`config.mk`:
```
export PLATFORM = sky130hd
export DESIGN_NAME = block_map_ctrl
export DESIGN_NICKNAME = d
export VERILOG_FILES = /design/src/rtl/bm_map_pkg.sv /design/src/rtl/block_map_ctrl_rr_arbiter.sv /design/src/rtl/block_map_ctrl.sv
export SDC_FILE = /design/constraint.sdc
export NUM_CORES = 1
export LEC_CHECK = 0
export CORE_MARGIN = 2
export CORE_UTILIZATION = 50
export CTS_CLUSTER_SIZE = 10
export DETAILED_ROUTE_END_ITERATION = 10
export GPL_TIMING_DRIVEN = 0
export PLACE_DENSITY = 0.8
export SYNTH_ARGS = -nofsm -noshare
export SYNTH_HDL_FRONTEND = slang
export SYNTH_SLANG_ARGS = --single-unit
```
`constraint.sdc`:
```
create_clock -name clk -period 4.45 [get_ports clk]
set_input_delay 0.6675 -clock clk [delete_from_list [all_inputs] [get_ports clk]]
set_output_delay 0.6675 -clock clk [all_outputs]
set_load 0.05 [all_outputs]
```
`src/rtl/bm_map_pkg.sv`:
```
// Shared constants, state encoding and helpers for the block_map write controller.
package bm_map_pkg;

  localparam int ADDR_W = 10;
  localparam int LFSR_W = 16;

  // Playfield geometry; cells are addressed as col + row*MAP_COLS.
  localparam logic [5:0]        MAP_COLS  = 6'd33;
  localparam logic [4:0]        MAP_ROWS  = 5'd26;
  localparam logic [ADDR_W-1:0] MAP_CELLS = 10'd858;

  // Reserved address beyond the playfield, never a real cell.
  localparam logic [ADDR_W-1:0] DONT_CARE_ADDR = 10'd896;

  // Cells around the bomberman spawn point that must stay free.
  localparam logic [ADDR_W-1:0] SPAWN_ADDR_0 = 10'd0;
  localparam logic [ADDR_W-1:0] SPAWN_ADDR_1 = 10'd1;
  localparam logic [ADDR_W-1:0] SPAWN_ADDR_2 = 10'd33;

  // x^16 + x^14 + x^13 + x^11 + 1 -> feedback from bits 15, 13, 12, 10.
  localparam logic [LFSR_W-1:0] LFSR_TAPS = 16'hB400;

  typedef enum logic [1:0] {
    ST_IDLE,
    ST_INIT,
    ST_RUN
  } state_e;

  // Fibonacci LFSR step: shift left, XOR of the tapped bits enters bit 0.
  function automatic logic [LFSR_W-1:0] lfsr_next(input logic [LFSR_W-1:0] cur);
    return {cur[LFSR_W-2:0], ^(cur & LFSR_TAPS)};
  endfunction

  function automatic logic is_spawn_safe(input logic [ADDR_W-1:0] addr);
    return (addr == SPAWN_ADDR_0) || (addr == SPAWN_ADDR_1) || (addr == SPAWN_ADDR_2);
  endfunction

endpackage

```
`src/rtl/block_map_ctrl_rr_arbiter.sv`:
```
// Combinational round-robin arbiter: first eligible request at or after ptr wins.
module rr_arbiter #(
  parameter int N  = 4,
  parameter int IW = (N > 1) ? $clog2(N) : 1
) (
  input  logic [N-1:0]  req,
  input  logic [N-1:0]  mask,
  input  logic [IW-1:0] ptr,
  output logic [N-1:0]  grant,
  output logic [IW-1:0] grant_idx
);

  logic [N-1:0] eligible;
  logic         found;
  int           cand;

  assign eligible = req & ~mask;

  // Walk the requesters starting at ptr, wrapping modulo N, and keep the first hit.
  always_comb begin
    grant     = '0;
    grant_idx = '0;
    found     = 1'b0;
    cand      = 0;
    for (int k = 0; k < N; k++) begin
      cand = int'(ptr) + k;
      if (cand >= N) cand = cand - N;
      if (!found && eligible[cand]) begin
        found       = 1'b1;
        grant[cand] = 1'b1;
        grant_idx   = IW'(cand);
      end
    end
  end

endmodule

```
`src/rtl/block_map_ctrl.sv`:
```
// Write-side controller for block_map: random layout sweep at start, then
// round-robin arbitration of block-clear requests onto the single write port.
module block_map_ctrl
  import bm_map_pkg::*;
#(
  parameter int          N_REQ   = 4,
  parameter logic [8:0]  DENSITY = 9'd96,
  parameter logic [15:0] SEED    = 16'hACE1
) (
  input  logic                    clk,
  input  logic                    reset,
  input  logic                    start,
  input  logic [N_REQ-1:0]        req,
  input  logic [ADDR_W*N_REQ-1:0] req_addr,
  output logic [N_REQ-1:0]        ack,
  output logic [ADDR_W-1:0]       waddr,
  output logic                    we,
  output logic                    wdata,
  output logic                    busy,
  output logic                    init_done,
  output logic                    clr_valid,
  output logic [ADDR_W-1:0]       clr_addr
);

  localparam int PTR_W = (N_REQ > 1) ? $clog2(N_REQ) : 1;

  state_e              state_q, state_d;
  logic [ADDR_W-1:0]   cnt_q, cnt_d;
  logic [5:0]          col_q, col_d;
  logic [4:0]          row_q, row_d;
  logic [LFSR_W-1:0]   lfsr_q, lfsr_d;
  logic [PTR_W-1:0]    rr_ptr_q, rr_ptr_d;
  logic [N_REQ-1:0]    ack_q, ack_d;
  logic [ADDR_W-1:0]   waddr_q, waddr_d;
  logic                we_q, we_d;
  logic                wdata_q, wdata_d;
  logic                busy_q, busy_d;
  logic                init_done_q, init_done_d;
  logic                clr_valid_q, clr_valid_d;
  logic [ADDR_W-1:0]   clr_addr_q, clr_addr_d;

  logic [N_REQ-1:0]    grant;
  logic [PTR_W-1:0]    grant_idx;
  logic [ADDR_W-1:0]   gnt_addr;
  logic                block_bit;

  // Requesters acked this cycle are masked so a still-high req is not granted twice.
  rr_arbiter #(
    .N  (N_REQ),
    .IW (PTR_W)
  ) u_arb (
    .req       (req),
    .mask      (ack_q),
    .ptr       (rr_ptr_q),
    .grant     (grant),
    .grant_idx (grant_idx)
  );

  assign gnt_addr  = req_addr[grant_idx*ADDR_W +: ADDR_W];
  assign block_bit = ({1'b0, lfsr_q[7:0]} < DENSITY)
                   && !(col_q[0] && row_q[0])
                   && !is_spawn_safe(cnt_q);

  // Next-state and next-output logic for the IDLE/INIT/RUN controller.
  always_comb begin
    state_d     = state_q;
    cnt_d       = cnt_q;
    col_d       = col_q;
    row_d       = row_q;
    lfsr_d      = lfsr_q;
    rr_ptr_d    = rr_ptr_q;
    ack_d       = '0;
    waddr_d     = waddr_q;
    we_d        = 1'b0;
    wdata_d     = 1'b0;
    busy_d      = 1'b0;
    init_done_d = init_done_q;
    clr_valid_d = 1'b0;
    clr_addr_d  = clr_addr_q;

    case (state_q)
      ST_INIT: begin
        if (cnt_q < MAP_CELLS) begin
          we_d    = 1'b1;
          busy_d  = 1'b1;
          waddr_d = cnt_q;
          wdata_d = block_bit;
          lfsr_d  = lfsr_next(lfsr_q);
          cnt_d   = cnt_q + ADDR_W'(1);
          if (col_q == MAP_COLS - 6'd1) begin
            col_d = '0;
            row_d = row_q + 5'd1;
          end else begin
            col_d = col_q + 6'd1;
          end
        end else begin
          init_done_d = 1'b1;
          state_d     = ST_RUN;
        end
      end
      ST_RUN: begin
        if (!start && (|grant)) begin
          ack_d    = grant;
          rr_ptr_d = (grant_idx == PTR_W'(N_REQ - 1)) ? '0 : grant_idx + PTR_W'(1);
          if (gnt_addr < MAP_CELLS) begin
            we_d        = 1'b1;
            waddr_d     = gnt_addr;
            clr_valid_d = 1'b1;
            clr_addr_d  = gnt_addr;
          end
        end
      end
      default: ;
    endcase

    if (start) begin
      state_d = ST_INIT;
      cnt_d   = '0;
      col_d   = '0;
      row_d   = '0;
      lfsr_d  = SEED;
    end
  end

  // State, counters, LFSR and all registered outputs.
  always_ff @(posedge clk or negedge reset) begin
    if (!reset) begin
      state_q     <= ST_IDLE;
      cnt_q       <= '0;
      col_q       <= '0;
      row_q       <= '0;
      lfsr_q      <= SEED;
      rr_ptr_q    <= '0;
      ack_q       <= '0;
      waddr_q     <= '0;
      we_q        <= 1'b0;
      wdata_q     <= 1'b0;
      busy_q      <= 1'b0;
      init_done_q <= 1'b0;
      clr_valid_q <= 1'b0;
      clr_addr_q  <= '0;
    end else begin
      state_q     <= state_d;
      cnt_q       <= cnt_d;
      col_q       <= col_d;
      row_q       <= row_d;
      lfsr_q      <= lfsr_d;
      rr_ptr_q    <= rr_ptr_d;
      ack_q       <= ack_d;
      waddr_q     <= waddr_d;
      we_q        <= we_d;
      wdata_q     <= wdata_d;
      busy_q      <= busy_d;
      init_done_q <= init_done_d;
      clr_valid_q <= clr_valid_d;
      clr_addr_q  <= clr_addr_d;
    end
  end

  assign ack       = ack_q;
  assign waddr     = waddr_q;
  assign we        = we_q;
  assign wdata     = wdata_q;
  assign busy      = busy_q;
  assign init_done = init_done_q;
  assign clr_valid = clr_valid_q;
  assign clr_addr  = clr_addr_q;

endmodule

```
### Yosys cells after proc, flatten, opt, wreduce, memory -nomap -nowiden

Index checks and enable logic that the tools add are counted.

* flip-flop bits (word level): 70
* output and inout bits: 29

* add/sub/neg operators: 11
* $mul: 1
* magnitude comparators: 15
* eq/ne operators: 10
* shift-type cells: 1
* mux-type cells: 67
* bitwise logic cells: 6
* reductions and logical operators: 33

Operator list (number)
* 32-bit by 1-bit >= comparator with 1-bit output, second input constant: 4
* 32-bit by 4-bit less-than comparator with 1-bit output, second input constant: 4
* 32-bit 2-to-1 mux: 4
* 32-bit by 4-bit >= comparator with 1-bit output, second input constant: 3
* 32-bit by 4-bit subtractor with 32-bit output, second input constant: 3
* 10-bit 2-to-1 mux: 6
* 16-bit 2-to-1 mux: 3
* 40-bit by 7-bit variable part select with 10-bit output: 1
* 4-bit 2-to-1 mux: 6
* 6-bit 2-to-1 mux: 4
* 1-bit 2-to-1 mux: 22
* 10-bit less-than comparator, second input constant: 2
* 5-bit 2-to-1 mux: 4
* 10-bit one-hot mux with 2 select lines: 1
* 2-bit 2-to-1 mux: 8
* 16-bit parity: 1
* 4-bit bitwise OR: 3
* 1-bit logical AND: 11
* 10-bit by 1-bit adder with 10-bit output, second input constant: 1
* 10-bit by 1-bit == test with 1-bit output, second input constant: 1
* 10-bit by 6-bit == test with 1-bit output, second input constant: 1
* 10-bit logical NOT: 1
* 1-bit binary-select mux with 2-bit select: 4
* 1-bit demux with 2-bit select: 4
* other kinds (24): 42

### Depth between registers and ports, before layout

* word-level depth: 21
* mapped depth: 14

### Hierarchy

A second synthesis with hierarchy kept.

* cells, all modules: 347
* area, all modules: 3876.2 um2

By module, submodules not included
* block_map_ctrl: times used 1, cells an instance 291, area each 3354.5 um2, sequential area each 1661.6 um2
* rr_arbiter: times used 1, cells an instance 56, area each 521.8 um2, sequential area each 0.0 um2

### Worst setup path before layout

OpenSTA, ideal clock, no wires.

* kind: reg-to-reg
* from: reg rr_ptr_q[0]
* to: reg clr_addr_q[0], in the netlist clr_addr[0]
* setup time: 0.125 ns
* arrival: 3.345 ns
* slack: 0.980 ns
* cell stages (with the launch flop): 13
* path buffers: 2
* cell sequence: dfrtp_1 -> inv_1 -> ha_1 -> buf_2 -> or4b_2 -> nor4_1 -> and2_1 -> a221o_1 -> a221oi_1 -> a41o_1 -> a31oi_4 -> buf_4 -> mux2_2

* cells in the longest elaborated chain, start to end: 19

RTL lines
* start: declaration: line block_map_ctrl.sv:32 `logic [PTR_W-1:0] rr_ptr_q, rr_ptr_d;`
* start signal: assignment: line block_map_ctrl.sv:148 `rr_ptr_q <= rr_ptr_d;`
* parallel branches: the longest is 19 deep, another holds 32-bit by 4-bit subtractor with 32-bit output
* end signal: assignment: line block_map_ctrl.sv:156 `clr_addr_q <= clr_addr_d;`
* end: declaration: line block_map_ctrl.sv:40 `logic [ADDR_W-1:0] clr_addr_q, clr_addr_d;`

Several ways; the timed one is not identified. The select of a mux whose other input is x is not followed.
A chain may end at the register's enable or synchronous reset.

### Worst setup path after layout

* from: reg rr_ptr_q[1]
* to: reg clr_addr_q[1], in the netlist clr_addr[1]

Same word-level chain as after synthesis.

==> flow_metrics.py <==
metrics = {
    "synthesis": {
        "yosysUniqueCellTypes": 53,
        "ys_warn_count": 0,
        "synth_flop_cell": "dfrtp_1",
        "synth_commonest_cells": "58 x dfrtp_1, 55 x nand2_1, 32 x mux2_2",
        "syn_avg_cell_area_um2": 9.71,
        "syn_inst": 406,
        "synth_area_leaders": "dfrtp_1 37%, mux2_2 9.1%, dfstp_2 5.3%",
        "async_flop_share_pct": 100,
        "synth_edf_count": 0,
        "ys_seq_elements": 66,
        "synth_top_area_share_pct": 36.8,
        "synth_fp_nets": 468,
        "synthesis.area_mm2": 0.00394,
        "seq_area_frac_synth_pct": 42.2,
        "synth_top_cell_by_area": "dfrtp_1",
        "yosysMostFrequentCell": "dfrtp_1",
    },
    "global_routing": {
        "grt_util_all_layers_pct": 22.2,
        "antenna_found_initial": 0,
        "grt_busiest_layer": "met2",
        "gr-usage-met2_pct": 38.2,
        "met1_usage_pct": 28.5,
        "grt_max_degree": 67,
        "grt_pass1_wl_um": 15400,
        "grt_pass1_vias": 3342,
        "grt_overflow": 0,
        "grtUsageMet3_pct": 3.25,
    },
    "sta": {
        "tns_ps": 0,
        "fin_skew_ps": 6.63,
        "hold_ws_ps": 412,
        "maxSlewViolCount": 0,
        "grt_setup_unrepaired": "false",
        "tightest_slew_ps": 800,
        "layout_min_cycle_time_ps": 4160,
        "finalSetupViolations": 0,
        "hold_viol_final": 0,
        "max-slew-margin-rel_pct": 46.7,
        "fin_ws_ps": 286,
        "post-route-period-util_pct": 93.6,
        "fmax_ghz": 0.240,
    },
    "placement": {
        "dp_hpwl_um": 6780,
        "post-place-ws_ps": 203,
        "gp_congestion": 0.862,
        "port_buffers": 74,
        "place_inst": 582,
    },
    "worst_setup_path": {
        "worstPathMaxFanout": 12,
        "endpoint_kind": "flop",
        "path_class": "reg -> reg",
        "crit_required_ps": 4680,
        "crit_arrival_ps": 4390,
        "cp-start-kind": "flop",
    },
    "die": {
        "core_mm2": 0.00769,
        "die_h_um": 92.8,
        "die_x_um": 92.8,
        "rows": 32,
        "die_area_mm2": 0.00861,
        "ios": 76,
        "initial_utilization_pct": 51.3,
    },
    "cts": {
        "cts.repair.resized": 0,
        "cts_tree": "yes",
        "cts_made_buffers": 9,
        "post-cts-setup-buffers": 0,
        "clk_latency_ps": 340,
        "h-tree-depth": 3,
        "hold_buffers": 0,
        "clk_pin_slew_worst_paths_ps": 70,
        "cts.path.max_buffers": 2,
        "cts-root-buf": "clkbuf_8",
        "clock-sinks": 66,
    },
    "detailed_routing": {
        "vias": 3314,
        "drtAntennaViolNets": 0,
        "first_pass_iters": 4,
        "drc": 0,
        "drt-vias-per-instance": 5.54,
        "wl_per_cell_um": 15.4,
        "wl_um": 9220,
        "drtIter0Drc": 164,
    },
    "layout": {
        "diodes": 0,
        "final_nets": 553,
        "final_cells": 598,
        "drive_gt1_share_pct": 14.3,
        "area_growth_pct": 26.9,
    },
    "pwr": {
        "sequentialPowerShare_pct": 45.1,
        "p_sw_uw": 408,
        "p_comb_share_pct": 21.5,
        "internal_power_uw": 1030,
        "worst_ir_drop_vdd_mv": 0.234,
        "power_leakage_uw": 0.00223,
        "p_sw_share_pct": 28.4,
        "power.density_mw_per_mm2": 287,
        "pwr-share-clk_pct": 33.4,
    },
    "hold_path": {
        "hold_class": "in -> async",
    },
    "run_status": {
        "outcome": "completed",
    },
    "flow_run": {
        "drv_cap": 0,
    },
}
## power by group through the flow
stage                     combinational [uW]  clock (uW)  sequential [uW]
after floorplan                          172           0              676
after global placement                   301           0              656
after detailed placement                 307           0              657
after CTS                                309         488              646
after global routing                     336         509              649
final                                    309         479              646
## final timing paths
kind	startpoint	endpoint	slack [ps]	cells after the start
min in group clk	col_q[5]$_DFFE_PN0P_	col_q[5]$_DFFE_PN0P_	480	1
max reg2reg	rr_ptr_q[1]$_DFFE_PN0P_	clr_addr[1]$_DFFE_PN0P_	290	12
max	rr_ptr_q[1]$_DFFE_PN0P_	clr_addr[1]$_DFFE_PN0P_	290	12
min	reset	lfsr_q[9]$_DFFE_PN0P_	410	1
max in group asynchronous	reset	waddr[8]$_DFFE_PN0P_	3520	1
min reg2reg	col_q[5]$_DFFE_PN0P_	col_q[5]$_DFFE_PN0P_	480	1
## cell usage in the layout (no fill, tap or decap), drive strengths merged, types with 3 or more instances in the layout
cell type	n
and2	6
o211ai	4
nor2b	8
nor4	5
mux2	33
buf	6
nand2	55
a221o	5
xor2	6
nand3b	7
o211a	4
and3	3
inv	10
nand4	4
o21ai	19
dfrtp	58
nor2	30
or2	3
nand3	9
dfstp	8
nand2b	9
nor3	12
a21oi	23
a31oi	3
xnor2	7
a221oi	4
clkdlybuf4s50	73
ha	15
mux2i	18
clkbuf	28
## metrics by stage
step                utilization [%]  area [um2]  total power, uW
floorplan                         -        3940              849
global placement               62.6        4810              956
detailed placement             62.5        4810              964
CTS                            65.0        5000             1440
global route                   65.0        5000             1490
finish                         65.0        5000             1430
## critical path, cell delays in order (launching register included)
cell	delay, ps
dfrtp_1	600
inv_1	250
ha_1	320
buf_2	180
or4b_2	670
nor4_1	480
and2_1	210
a221o_1	110
a221oi_1	70
a41o_1	310
a31oi_4	250
buf_4	240
mux2_2	350
## registers in the layout, summed over array words and instances (netlist names)
signal / count
ack: 4
busy: 1
clr_addr: 10
clr_valid: 1
cnt_q: 10
col_q: 6
init_done: 1
lfsr_q: 16
row_q: 1
rr_ptr_q: 2
state_q: 2
waddr: 10
wdata: 1
we: 1
## area by class of cell
type	instances	area [um2]
flip-flops and latches	66	1660
repair buffers	74	738
inverters	10	37.5
clock buffers	14	183
multi-input cells	311	2160
fillers	656	2690
clock inverters	2	10.0
plain buffers	19	82.6
well taps	102	128
## kinds of logic (layout without fill, tap and decap cells)
logic type,after synthesis,after routing,synth area share (%)
mux,52,52,14.6
flops,66,66,42.2
buf+inv,29,119,3.05
xor+xnor,13,13,2.89
fa+ha+maj,15,15,4.76
compound gates,77,77,13.8
simple gates,154,154,18.8
## metal layers
layer,share of wire (%),vias to the layer above
met2,49,86
met3,4.8,10
met4,1.1,0
met5,0,-
li1,-,1610
met1,45,1608
No activity file was read; power rests on OpenSTA's default activity.
==> variant 1 (config.mk and constraints unchanged) <==
Change the parameter `DENSITY` from 9'd96 to 9'd64.
--- a/src/rtl/block_map_ctrl.sv
+++ b/src/rtl/block_map_ctrl.sv
@@ -4,7 +4,7 @@
   import bm_map_pkg::*;
 #(
   parameter int          N_REQ   = 4,
-  parameter logic [8:0]  DENSITY = 9'd96,
+  parameter logic [8:0]  DENSITY = 9'd64,
   parameter logic [15:0] SEED    = 16'hACE1
 ) (
   input  logic                    clk,
Behaviour: no difference found for any inputs over 10 cycles, from zero or initial values and one cycle with reset low; that may be too few to reach the edited logic, so the function may still have changed.
==> variant 1 against the original RTL <==
Area after synthesis decreased by 0.86%. Power decreased by 3.2%. Worst setup slack improved by 0.047 ns. Wire length decreased by 2.0%. Critical path depth increased by 2. Non-clock buffer count decreased by 2. Cell area increased by 0.43%. Fmax increased by 1.1%. Clock power increased by 18%. Sequential cell count unchanged.
==> variant 1: results (changes against the original RTL) <==
Worst setup path
  – CP peak stage delay: 0.48 ns (-0.19 ns)
  – Crit path arrival time: 4.34 ns (-0.05 ns)
  – Top cell family by delay on the critical path: compound AO/OA/AOI/OAI gates
  – Slowest-stage cell, CP: dfrtp_1
  – Worst-path maximum fanout: 10 (-2)

Status
  – Outcome: finished clean

Finish
  – Max reg flops: 16 (unchanged)
  – Final net count: 526 (-4.9%)
  – Proportion of layout cells with a drive suffix above 1: 0.158 (+0.0146)
  – Filler cell count: 626 (-4.6%)
  – Final non-filler cell total: 571 (-4.5%)

Timing
  – Setup Skew: 0.00882 ns (+0.00218 ns)
  – Worst-margin pin slew: 0.817 ns (+0.0165 ns)

Power and ir drop
  – Leakage Power: 0.00225 µW (+0.96%)
  – Worst IR Drop VDD: 0.205 mV (-12%)

Synthesis
  – Unique masters post-synth: 53 (unchanged)
  – Dominant cells by area after synthesis: dfrtp_1 37%, mux2i_1 8.5%, mux2_2 5.8%
  – Synth Net Count: 440 (-6.0%)
  – Synth Area per Inst: 10.3 µm² (+6.5%)
  – Sequential fraction of the synthesis area: 0.425 (+0.00364)
  – Post-synth top cells: 58 x dfrtp_1, 48 x nand2_1, 33 x mux2i_1

Global routing
  – Total Routing Usage GR: 0.221 (-0.00109)
  – Vias in the first global route: 3143 (-6.0%)
  – First-pass GRT wire length: 15.0 mm (-2.3%)

Placement
  – Routability cong.: 0.886 (+2.8%)
  – Placed cell area: 4770 µm² (-0.70%)
  – Post-DP HPWL: 6.59 mm (-2.8%)
  – Pre-CTS WS: 0.161 ns (-0.0420 ns)
  – Placed Cells: 554 (-4.8%)

Routing
  – WL/cell: 15.8 µm (+2.6%)
  – Routed vias/inst: 5.52 (-0.45%)
  – Iter 0 DRT Violations: 230 (+40%)
  – First drt pass iteration count: 5 (+1)

Clocking
  – Clock Path Buffers: 2 (unchanged)
  – Worst-path clk slew: 0.07 ns (about the same)
[variant 1: cell types whose count changed after synthesis, moves of 4 or more]
| cell | unedited run | this run |
|---|---|---|
| mux2i_1 | 18 | 33 |
| o21ai_0 | 18 | 5 |
| mux2_2 | 32 | 20 |
| mux2_4 | 0 | 10 |
| nand3_1 | 9 | 1 |
| nand2_1 | 55 | 48 |
| a221o_1 | 5 | 1 |
| o211a_1 | 4 | 0 |
[variant 1: final cells by class]
type / instances / area, µm² / area share
inverter: 13 / 48.8 / 0.00972
multi-input combinational: 283 / 2130 / 0.424
tap: 102 / 128 / 0.0254
timing repair buffer: 75 / 758 / 0.151
clock inverter: 6 / 90.1 / 0.0179
buffer: 16 / 66.3 / 0.0132
sequential: 66 / 1660 / 0.331
clock buffer: 10 / 138 / 0.0274
[variant 1: what timing repair did]
| action | in CTS | in global routing |
|---|---|---|
| buffers inserted | 0 | 1 |
| hold buffers | 0 | 0 |
| setup endpoints to repair | 0 | 10 |
[variant 1: cells by family (layout without fill, tap and decap cells)]
group,count (synthesis),after routing,synth area share
simple gates,128,128,0.162
fa+ha+maj,15,15,0.0480
flops,66,66,0.425
compound gates,60,60,0.109
mux,66,66,0.195
buf+inv,29,120,0.0295
xor+xnor,14,14,0.0314
[variant 1: layer usage]
metal  GRT usage  vias up  share of wire
met5           0        -              0
met4      0.0771        0          0.010
met3      0.0431        7          0.056
met2       0.364      108           0.48
met1       0.293     1519           0.45
li1            -     1516              -
[variant 1: power breakdown]
| part | leakage [µW] | internal (µW) | switching (µW) |
|---|---|---|---|
| logic | 0.00129 | 91.8 | 95.0 |
| clock network | 0.000112 | 331 | 234 |
| registers | 0.000852 | 621 | 14.4 |
| total | 0.00225 | 1040 | 343 |
[variant 1: path summary, 6_finish.rpt]
check	startpoint	end	slack, ns	cells past startpoint
setup / recovery	rr_ptr_q[0]$_DFFE_PN0P_	waddr[0]$_DFFE_PN0P_	0.33	14
hold / removal	reset	busy$_DFF_PN0_	0.42	1
setup reg to reg	rr_ptr_q[0]$_DFFE_PN0P_	waddr[0]$_DFFE_PN0P_	0.33	14
hold reg to reg	init_done$_DFFE_PN0P_	init_done$_DFFE_PN0P_	0.48	1
max in group asynchronous	reset	waddr[4]$_DFFE_PN0P_	3.50	1
min in group clk	init_done$_DFFE_PN0P_	init_done$_DFFE_PN0P_	0.48	1
[variant 1: worst register-to-register path: cells and delay by family, from the launching register on]
kind | cells | cell delay, ns
flops | 1 | 0.48
compound gates | 5 | 1.09
buf+inv | 5 | 1.08
fa+ha+maj | 1 | 0.35
mux | 3 | 1.01
==> variant 2 (same flow settings) <==
Made on the original files. Make the reset (`reset`) synchronous in one clocked block.
--- a/src/rtl/block_map_ctrl.sv
+++ b/src/rtl/block_map_ctrl.sv
@@ -123,7 +123,7 @@
   end
 
   // State, counters, LFSR and all registered outputs.
-  always_ff @(posedge clk or negedge reset) begin
+  always_ff @(posedge clk) begin
     if (!reset) begin
       state_q     <= ST_IDLE;
       cnt_q       <= '0;
Formal check against the unedited RTL: differs if reset is asserted again (counterexample within 4 cycles, from zero or initial values and one cycle with reset low); with reset held inactive, the same outputs for 10 cycles.
==> variant 2 against the original RTL <==
Clock skew up 0.0066 ns. Cell area down 3.0%. Synthesized cell count up 7.4%. Largest power group unchanged. Sequential cell count unchanged. Die area down 4.1%. Wire length up 6.6%. Critical path type unchanged. Sequential share of layout area down 6.0 points. Power down 4.4%. Worst setup slack better by 0.21 ns. First-iteration DRC count up 18%. Area after synthesis down 4.3%. Clock power up 7.5%.
==> variant 2: results (changes against the original RTL) <==
Status
  – Outcome: finished clean

Synthesis
  – Sequential fraction of the synthesis area: 0.350 (-0.0712)
  – Post-synth top cells: 66 x dfxtp_1, 51 x nand2_1, 40 x mux2i_1
  – Most used DFF post-synth: dfxtp_1
  – Synth Net Count: 498 (+6.4%)
  – Dominant cells by area after synthesis: dfxtp_1 35%, mux2i_1 11%, nand2_1 5.1%
  – Unique masters post-synth: 52 (-1.9%)
  – Async set-reset flop share out of synthesis: 0 (-1.00)

Power and ir drop
  – Leakage Power: 0.00178 µW (-20%)
  – Worst IR Drop VDD: 0.270 mV (+16%)

Placement
  – Post-DP HPWL: 7.55 mm (+11%)
  – Pre-CTS WS: 0.480 ns (+0.277 ns)
  – Placed cell area: 4650 µm² (-3.4%)
  – Port bufs: 75 (+1.4%)
  – Routability cong.: 0.879 (+2.0%)

Clocking
  – Clk Latency, worst-skew pair: 0.36 ns (+0.02 ns)
  – Post-CTS resize count: 0 (unchanged)
  – Clock Path Buffers: 2 (unchanged)

Worst setup path
  – Worst-path maximum fanout: 10 (-2)
  – Top cell family by delay on the critical path: compound AO/OA/AOI/OAI gates
  – CP peak stage delay: 0.69 ns (+0.02 ns)
  – Slowest-stage cell, CP: a221oi_2
  – Crit path arrival time: 4.15 ns (-0.24 ns)

Hold path
  – HP Class: register to register

Global routing
  – Total Routing Usage GR: 0.240 (+0.0180)
  – Pin count of the biggest net entering global routing: 12 (-82%)
  – First-pass GRT wire length: 16.3 mm (+5.7%)
  – Vias in the first global route: 3432 (+2.7%)

Timing
  – Slew headroom: 0.178 (-0.289)
  – Setup Skew: 0.0132 ns (+0.00656 ns)
  – Setup ws final: 0.492 ns (+0.206 ns)

Routing
  – Vias post-DR: 3616 (+9.1%)
  – Iter 0 DRT Violations: 193 (+18%)
  – WL/cell: 15.7 µm (+1.9%)

Finish
  – Final net count: 584 (+5.6%)
  – Proportion of layout cells with a drive suffix above 1: 0.0607 (-0.0824)
==> variant 2: cell count changes after synthesis, sizes merged, moves of 12 or more <==
cell	unedited run	this run
nand3	9	24
dfrtp	58	0
dfxtp	0	66
a211oi	0	14
mux2	33	1
mux2i	18	41
a21oi	23	35
==> variant 2: path summary, 6_finish.rpt <==
path                             from                 endpoint  cells after the start
max          rr_ptr_q[0]$_SDFFE_PN0P_    waddr[1]$_SDFFE_PN0P_                     12
min           lfsr_q[11]$_SDFFE_PP1P_  lfsr_q[12]$_SDFFE_PP0P_                      2
max reg2reg  rr_ptr_q[0]$_SDFFE_PN0P_    waddr[1]$_SDFFE_PN0P_                     12
min reg2reg   lfsr_q[11]$_SDFFE_PP1P_  lfsr_q[12]$_SDFFE_PP0P_                      2
==> variant 2: through the flow <==
stage / cells / hold slack, ns
3_3_place_gp: 610 / 0.437
2_1_floorplan: 436 / 0.432
6_report: 626 / 0.457
3_5_place_dp: 610 / 0.448
4_1_cts: 626 / 0.459
5_1_grt: 626 / 0.471
==> variant 2: cell type report <==
class                           count  area [µm²]
Buffer                             24         116
Clock buffer                       11         151
Clock inverter                      5        52.6
Fill cell                         638        2440
Inverter                           16        60.1
Multi-Input combinational cell    330        2270
Sequential cell                    66        1320
Tap cell                           99         124
Timing Repair Buffer               75         751
==> variant 2: cell families after synthesis <==
| group | share of synthesized area |
|---|---|
| multiplexers | 0.144 |
| AND/OR/NAND/NOR | 0.185 |
| XOR/XNOR | 0.0418 |
| AO/OA/AOI/OAI | 0.183 |
| adder cells (fa/ha/maj) | 0.0498 |
| flip-flops | 0.350 |
| buffers and inverters | 0.0468 |
==> variant 2: layer usage <==
metal / GRT usage / part of all wire / up-vias
met5: 0 / 0 / -
li1: - / - / 1761
met4: 0.0909 / 0.017 / 0
met2: 0.396 / 0.47 / 121
met1: 0.313 / 0.46 / 1716
met3: 0.0451 / 0.058 / 18
==> variant 2: tightest hold or removal path: stages, from the launching register on <==
cell     delay [ns]
dfxtp_1        0.31
nand2_1        0.05
a21oi_1        0.05
==> variant 2: where the power goes <==
| part | internal, µW | leakage (µW) | switching [µW] |
|---|---|---|---|
| logic | 108 | 0.00114 | 132 |
| registers | 605 | 0.000536 | 10.5 |
| clock network | 286 | 0.000105 | 229 |
